===== src/rtl/fifo_rd_stream.sv =====
// -----------------------------------------------------------------------------
// fifo_rd_stream
//
// Turns the read side of a synchronous FIFO (registered read data, one cycle
// of read latency) into a valid/ready stream. A 2-entry skid buffer absorbs
// the word still in flight when the downstream stalls, so the stream runs at
// one word per clock with no bubbles while the FIFO has data and m_ready
// stays high.
//
// Stream handshake:
//   A word moves downstream on every rising edge where m_valid and m_ready
//   are both high. Once m_valid is high, m_data and m_valid hold until that
//   transfer happens. m_valid does not depend on m_ready; fifo_r_en does.
//
// Ports
//   clk         in   sole clock, rising edge
//   rst_n       in   asynchronous active-low reset
//   fifo_empty  in   empty flag of the upstream FIFO
//   fifo_data   in   FIFO read data, valid the cycle after fifo_r_en
//   fifo_r_en   out  FIFO read enable (combinational, depends on m_ready)
//   flush       in   synchronous discard of buffered and in-flight words
//   m_valid     out  downstream word available
//   m_ready     in   downstream accepts the word
//   m_data      out  downstream word (oldest buffered word)
//   rd_count    out  words delivered downstream, wraps modulo 2^16
// -----------------------------------------------------------------------------
module fifo_rd_stream #(
    parameter int WIDTH = 8
) (
    input  logic             clk,
    input  logic             rst_n,
    input  logic             fifo_empty,
    input  logic [WIDTH-1:0] fifo_data,
    output logic             fifo_r_en,
    input  logic             flush,
    output logic             m_valid,
    input  logic             m_ready,
    output logic [WIDTH-1:0] m_data,
    output logic [15:0]      rd_count
);

    // Output buffer: entry 0 is always the head, entry 1 the next word.
    logic [WIDTH-1:0] buf_q [2];
    logic [WIDTH-1:0] buf_d [2];
    logic [1:0]       occ_q;
    logic [1:0]       occ_d;
    logic             inf_q;
    logic             inf_d;
    logic [15:0]      cnt_q;
    logic [15:0]      cnt_d;

    logic             pop;
    logic             push;
    logic [2:0]       level;
    logic [2:0]       limit;
    logic [1:0]       slot;

    // A transfer in a flush cycle is not a pop: the word is discarded, not
    // delivered, so it must not be counted either.
    assign pop  = (occ_q != 2'd0) & m_ready & ~flush;
    // The word requested last cycle lands on fifo_data now; flush drops it.
    assign push = inf_q & ~flush;

    // Issue a read only if the buffer can take the return word next edge:
    // occ + inf - pop < 2, rewritten as occ + inf < 2 + pop to stay unsigned.
    assign level = {1'b0, occ_q} + {2'b00, inf_q};
    assign limit = 3'd2 + {2'b00, pop};

    // rst_n gates the read combinationally so nothing is requested from the
    // FIFO while reset is held, even with a non-empty FIFO.
    assign fifo_r_en = rst_n & ~fifo_empty & ~flush & (level < limit);

    // Tail slot for the returning word, counted after the head has shifted.
    assign slot = occ_q - {1'b0, pop};

    always_comb begin
        buf_d[0] = buf_q[0];
        buf_d[1] = buf_q[1];
        occ_d    = occ_q;
        inf_d    = fifo_r_en;
        cnt_d    = cnt_q;

        if (flush) begin
            occ_d = 2'd0;
        end else begin
            if (pop) begin
                buf_d[0] = buf_q[1];
            end
            if (push) begin
                if (slot == 2'd0) begin
                    buf_d[0] = fifo_data;
                end else begin
                    buf_d[1] = fifo_data;
                end
            end
            occ_d = occ_q + {1'b0, push} - {1'b0, pop};
        end

        if (pop) begin
            cnt_d = cnt_q + 16'd1;
        end
    end

    always_ff @(posedge clk or negedge rst_n) begin
        if (!rst_n) begin
            buf_q[0] <= '0;
            buf_q[1] <= '0;
            occ_q    <= 2'd0;
            inf_q    <= 1'b0;
            cnt_q    <= 16'd0;
        end else begin
            buf_q[0] <= buf_d[0];
            buf_q[1] <= buf_d[1];
            occ_q    <= occ_d;
            inf_q    <= inf_d;
            cnt_q    <= cnt_d;
        end
    end

    assign m_valid  = (occ_q != 2'd0);
    assign m_data   = buf_q[0];
    assign rd_count = cnt_q;

`ifndef SYNTHESIS
    // Buffer plus in-flight word can never exceed the two buffer slots.
    a_no_overflow : assert property (
        @(posedge clk) disable iff (!rst_n) (level <= 3'd2)
    );
    a_no_read_empty : assert property (
        @(posedge clk) disable iff (!rst_n) !(fifo_r_en && fifo_empty)
    );
    a_occ_legal : assert property (
        @(posedge clk) disable iff (!rst_n) (occ_q != 2'd3)
    );
`endif

endmodule


===== config.mk =====
export PLATFORM = sky130hd
export DESIGN_NAME = fifo_rd_stream
export DESIGN_NICKNAME = d
export VERILOG_FILES = /design/src/rtl/fifo_rd_stream.sv
export SDC_FILE = /design/constraint.sdc
export NUM_CORES = 1
export LEC_CHECK = 0
export CAP_MARGIN = 20
export CORE_MARGIN = 5
export CORE_UTILIZATION = 49
export DETAILED_ROUTE_END_ITERATION = 8
export HOLD_SLACK_MARGIN = 0.05
export PLACE_DENSITY = 0.79
export SETUP_SLACK_MARGIN = 0.02
export SLEW_MARGIN = 20
export SYNTH_ARGS = -nofsm -noshare
export SYNTH_HDL_FRONTEND = slang
export SYNTH_SLANG_ARGS = --single-unit

===== constraint.sdc =====
create_clock -name clk -period 2.5 [get_ports clk]
set_clock_uncertainty 0.15 [all_clocks]
set_input_delay 0.25 -clock clk [delete_from_list [all_inputs] [get_ports clk]]
set_output_delay 0.25 -clock clk [all_outputs]
set_load 0.005 [all_outputs]

**After elaboration in Yosys (flattened, before gate mapping)**

Cells that the tools add are included.

- Register bits after elaboration: 35
- Input bits: 13
- Output and inout port bits: 26
- Word-level logic and storage cells: 29

- Add/subtract/negate cells: 6
- $lt $le $gt $ge: 1
- Muxes and demuxes: 5
- Bitwise logic cells: 9
- Reductions and logical operators: 3

Operator list:

| cell | count |
|---|---|
| two-way mux 8 bit | 3 |
| adder 16 x 1 -> 16 bit, second input constant | 1 |
| two-way mux 16 bit | 1 |
| bitwise AND 1 bit | 6 |
| subtractor 2 x 1 -> 2 bit | 2 |
| adder 2 x 1 -> 3 bit | 1 |
| adder 2 x 1 -> 3 bit, first input constant | 1 |
| less-than comparator 3 bit | 1 |
| NOT 1 bit | 3 |
| AND reduction 3 bit | 1 |
| adder 2 x 1 -> 2 bit | 1 |
| zero test 2 bit | 1 |
| two-way mux 2 bit | 1 |
| nonzero test 2 bit | 1 |

**Logic depth before layout (Yosys ltp)**

- Word-level depth: 7
- Gate-level depth with buffers: 9
- Mapped depth without buffers: 8

**Least setup slack after synthesis**

No wires, ideal clock.

- Kind: register -> register
- Start point: register occ_q[1]
- End point: register occ_q[1]
- Arrival: 1.688 ns
- Data required time: 2.231 ns
- Setup slack: 0.543 ns
- Stages on the path, launching flop included: 10
- Buffers on the path: 1
- Cell sequence: dfrtp_1 -> nor2_1 -> inv_1 -> nand2b_1 -> clkbuf_1 -> a21o_1 -> ha_1 -> xor2_1 -> xnor2_1 -> nor2_1

- Cells in the longest elaborated chain, start to end: 5
- Elaborated cells on any way between the ends: 6
- Classes of those cells: 2 x add/sub; 1 x mux; 2 x bitwise; 1 x reduce/logical

Ends and longest elaborated chain:

| item | RTL line | source |
|---|---|---|
| start, declared | 45 | `logic [1:0] occ_q;` |
| start signal, assigned | 108 | `occ_q <= 2'd0;` |
| start signal, assigned | 114 | `occ_q <= occ_d;` |
| nonzero test 2 bit | - |  |
| via m_valid | 36 | `output logic m_valid,` |
| bitwise AND 1 bit (2 in a row) | 60 | `assign pop = (occ_q != 2'd0) & m_ready & ~flush;` |
| subtractor 2 x 1 -> 2 bit | 96 | `occ_d = occ_q + {1'b0, push} - {1'b0, pop};` |
| two-way mux 2 bit | 83 | `if (flush) begin` |
| via occ_d[1] | 46 | `logic [1:0] occ_d;` |

The timed path passes the listed nets, and every way through them passes these cells.
A chain may end at the register's enable or synchronous reset.

**Worst setup path after layout**

- Start point: register occ_q[1]
- End point: output port fifo_r_en

- Cells in the longest elaborated chain, start to end: 6
- Elaborated cells on any way between the ends: 7
- Classes of those cells: 2 x add/sub; 1 x order compare; 3 x bitwise; 1 x reduce/logical

Ends and longest elaborated chain:

| item | RTL line | source |
|---|---|---|
| nonzero test 2 bit | 60 |  |
| bitwise AND 1 bit (2 in a row) | 60 |  |
| adder 2 x 1 -> 3 bit | 67 | `assign limit = 3'd2 + {2'b00, pop};` |
| less-than comparator 3 bit * | 71 | `assign fifo_r_en = rst_n & ~fifo_empty & ~flush & (level < limit);` |
| bitwise AND 1 bit * | 71 |  |
| end, declared | 34 | `output logic fifo_r_en,` |

Mark *: on every way between the ends. The rest lies on a longest branch, timed or not.

==> Implementation_results.wiki <==
{| class="wikitable"
! Metric !! Value
|-
| Status || finished, final reports clean
|-
| Share of the clock period used by the worst path after layout || 0.897
|-
| Width of the die || 68.2 um
|-
| Final Slew Violations || 0
|-
| Synthesized netlist net count || 160
|-
| Syn Std Cell Area || 0.00166 sq mm
|-
| Number of buffers inserted by post-CTS setup repair || 0
|-
| Clock tree from TritonCTS || built
|-
| Area share of the largest cell type after synthesis || 0.528
|-
| Power after layout || 0.00137 W
|-
| Static Leak || 1.03 nW
|-
| Total Routed Length || 3480 um
|-
| Quantity of I/O buffers inserted on ports || 38
|-
| Worst Setup Start Kind || register
|-
| Maximum number of pins on one net before global-route repair || 36
|-
| Post-layout min period || roughly 2.2 ns
|-
| Longest individual stage delay on the worst path || ~0.47 ns
|-
| Drt wl/cell || 15.3 um
|-
| Full die area || 0.00465 sq mm
|-
| Count of antenna-violating nets left after detailed routing || 0
|-
| Required arrival time at the worst endpoint || around 2.1 ns
|-
| Post-synthesis average cell area || 11.6 sq um
|-
| Cell types occupying the most area after synthesis || dfrtp_1, xor2_1, mux2_2
|-
| Unrepaired setup endpoints after global routing || false
|-
| Number of placement rows || 21
|-
| GRT Residual Overflow || 0
|-
| Detailed-route DRC error count || 0
|-
| Setup Total Neg Slack || 0 ns
|-
| Start-to-end type of the worst setup path || register to primary output
|-
| Largest fanout of any net on the critical path || 6
|-
| Critical Path Slowest Stage Cell || dfrtp_1
|-
| Worst-skew pair later-pin latency || 0.34 ns
|-
| CP Cell Sequence || nor2_1 -> inv_1 -> nand2b_1 -> o21ai_0 -> and4b_1 -> dlygate4sd2_1
|-
| Seq cells post-synth || 35
|-
| Reg clk slew, reported paths || 0.10 ns
|-
| F_max || 446 MHz
|-
| Chip height || 68.2 um
|-
| Arrival time of the worst setup path || between 1.5 and 2 ns
|-
| Most common cell in the netlist || dfrtp_1
|-
| DR vias/cell || ~5.4
|-
| Final-stage net count || 197
|-
| Areal power density over the cells || 650 mW/mm^2
|-
| Commonest register cell after synthesis || dfrtp_1
|-
| Reported max-cap violation count || 0
|-
| CP endpoint kind || primary output
|-
| Top cell types by occurrence after synthesis || dfrtp_1, xor2_1, nand2_1, nor2_1
|-
| Initial antenna violation count || 0
|-
| Number of global-route vias before repair || around 1300
|-
| Part of the Yosys area used for sequential elements || 0.528
|-
| Final weighted congestion of routability-driven global placement || roughly 0.85
|-
| Final core utilization || 0.636
|-
| Starting density of the core || 0.501
|-
| Hold crit path type || input pin to async pin
|-
| Peak VDD IR || 0.000318 V
|-
| Root Buffer Master || clkbuf_4
|-
| Maximum level of the CTS H-tree || 2
|-
| Global-route wire length before repair || 5820 um
|-
| TritonCTS buffer count || 5
|-
| Global routing usage summed across all routing layers || 0.173
|-
| Count of flip-flops with a built-in enable after synthesis || 0
|-
| Number of violations reported at the end of detailed-routing iteration 0 || between 60 and 70
|-
| Top-Level Pins || 39
|-
| Maximum count of clock buffers along a single path || 2
|-
| Antenna diodes || 0
|-
| Number of vias in the routed layout || around 1200
|-
| R2R depth || 9
|-
| Layout-stage area growth over the synthesis result || 27.1%
|-
| Final count of negative-setup-slack endpoints || 0
|-
| Total of hold buffers inserted after clock tree synthesis || 0
|-
| Clock sink count || 35
|-
| Detailed-router iteration count before antenna repair || 4
|-
| Async set-reset flop share out of synthesis || 1.00
|-
| Remaining max-slew budget at the tightest pin || 0.496
|-
| Hold Violations, Final || 0
|-
| Fraction of layout instances using a drive strength above 1 || 0.116
|-
| Placed wire-length estimate after detailed placement || 2580 um
|-
| Core footprint || 0.00331 sq mm
|-
| Number of standard cells after synthesis || 143
|-
| Slew @ Worst Pin || between 0.7 and 0.8 ns
|-
| Total number of yosys warnings || 0
|-
| CTS-repair resized insts || 1
|-
| Largest area contributor in the netlist || dfrtp_1
|-
| Number of distinct library cell variants in the gate-level netlist after synthesis || 29
|}
## layout by cell type (no fill, tap or decap), types with 2 or more instances in the layout
cell             synthesis  layout
clkdlybuf4s50_1          0      37
clkbuf_4                 0       5
nand3_1                  4       4
nor2b_1                  3       3
mux2_2                   8       8
xnor2_1                  4       4
dfrtp_1                 35      35
nand2_1                 10      10
nor4_1                   3       3
clkbuf_8                 0       2
xor2_1                  13      13
a221o_1                  7       7
nor2_1                   9       9
buf_4                    8       3
nand4_1                  3       3
ha_1                     4       4
and3_1                   8       8
nor3_1                   8       8
nand2b_1                 2       2
## area by class of cell
| class | instances | area, sq um |
|---|---|---|
| tap | 46 | 57.6 |
| inverter | 1 | 3.75 |
| timing repair buffer | 41 | 402 |
| fill | 274 | 1200 |
| clock buffer | 8 | 68.8 |
| sequential | 35 | 876 |
| multi-input combinational | 96 | 699 |
## flip-flops by register name, summed over array words and instances, names as in the netlist
register	count
inf_q	1
occ_q	2
buf_q	8
rd_count	16
m_data	8
## routing by layer
layer	global-route usage	up-vias	wire (um)
li1	-	578	-
met1	0.205	609	1470
met2	0.288	21	1820
met4	0.0744	0	60
met3	0.0542	8	139
met5	0	-	0
## worst max-delay path, delay by kind of cell, from the launching register on
kind / cells / cell delay, ns
AND/OR/NAND/NOR: 3 / 0.57
flip-flops: 1 / 0.47
buffers and inverters: 2 / 0.38
AO/OA/AOI/OAI: 1 / 0.07
## path summary, 6_finish.rpt
path,start,to,slack [ns]
max,occ_q[1],fifo_r_en,0.26
min,rst_n,buf_q[1],0.20
max reg2reg,occ_q[1],occ_q[1],0.41
min reg2reg,rd_count[15],rd_count[15],0.32
max in group asynchronous,rst_n,rd_count[12],1.68
min in group clk,rd_count[15],rd_count[15],0.32
## power by group
group | switching, W | leakage [nW] | total [W] | internal [W]
sequential | 0.0000693 | 0.472 | 0.000716 | 0.000647
combinational | 0.0000995 | 0.520 | 0.000299 | 0.000200
clock | 0.000188 | 0.0386 | 0.000354 | 0.000165
total | 0.000357 | 1.03 | 0.00137 | 0.00101
## logic make-up (layout without fill, tap and decap cells)
| kind of cell | after synthesis | after routing | synth area share |
|---|---|---|---|
| AND/OR/NAND/NOR | 57 | 57 | 0.195 |
| AO/OA/AOI/OAI | 10 | 10 | 0.0528 |
| multiplexers | 8 | 8 | 0.0543 |
| flip-flops | 35 | 35 | 0.528 |
| adder cells (fa/ha/maj) | 4 | 4 | 0.0302 |
| buffers and inverters | 12 | 50 | 0.0498 |
| XOR/XNOR | 17 | 17 | 0.0898 |
## through the flow
stage / hold WS [ns] / instance area [sq um] / cells / setup WS (ns)
floorplan: -0.196 / 1660 / 143 / 0.543
global placement: 0.308 / 2040 / 219 / 0.151
detailed placement: 0.317 / 2040 / 219 / 0.0987
CTS: 0.224 / 2110 / 227 / 0.259
global route: 0.240 / 2110 / 227 / 0.132
finish: 0.197 / 2110 / 227 / 0.258
(Power assumes the default switching activity.)
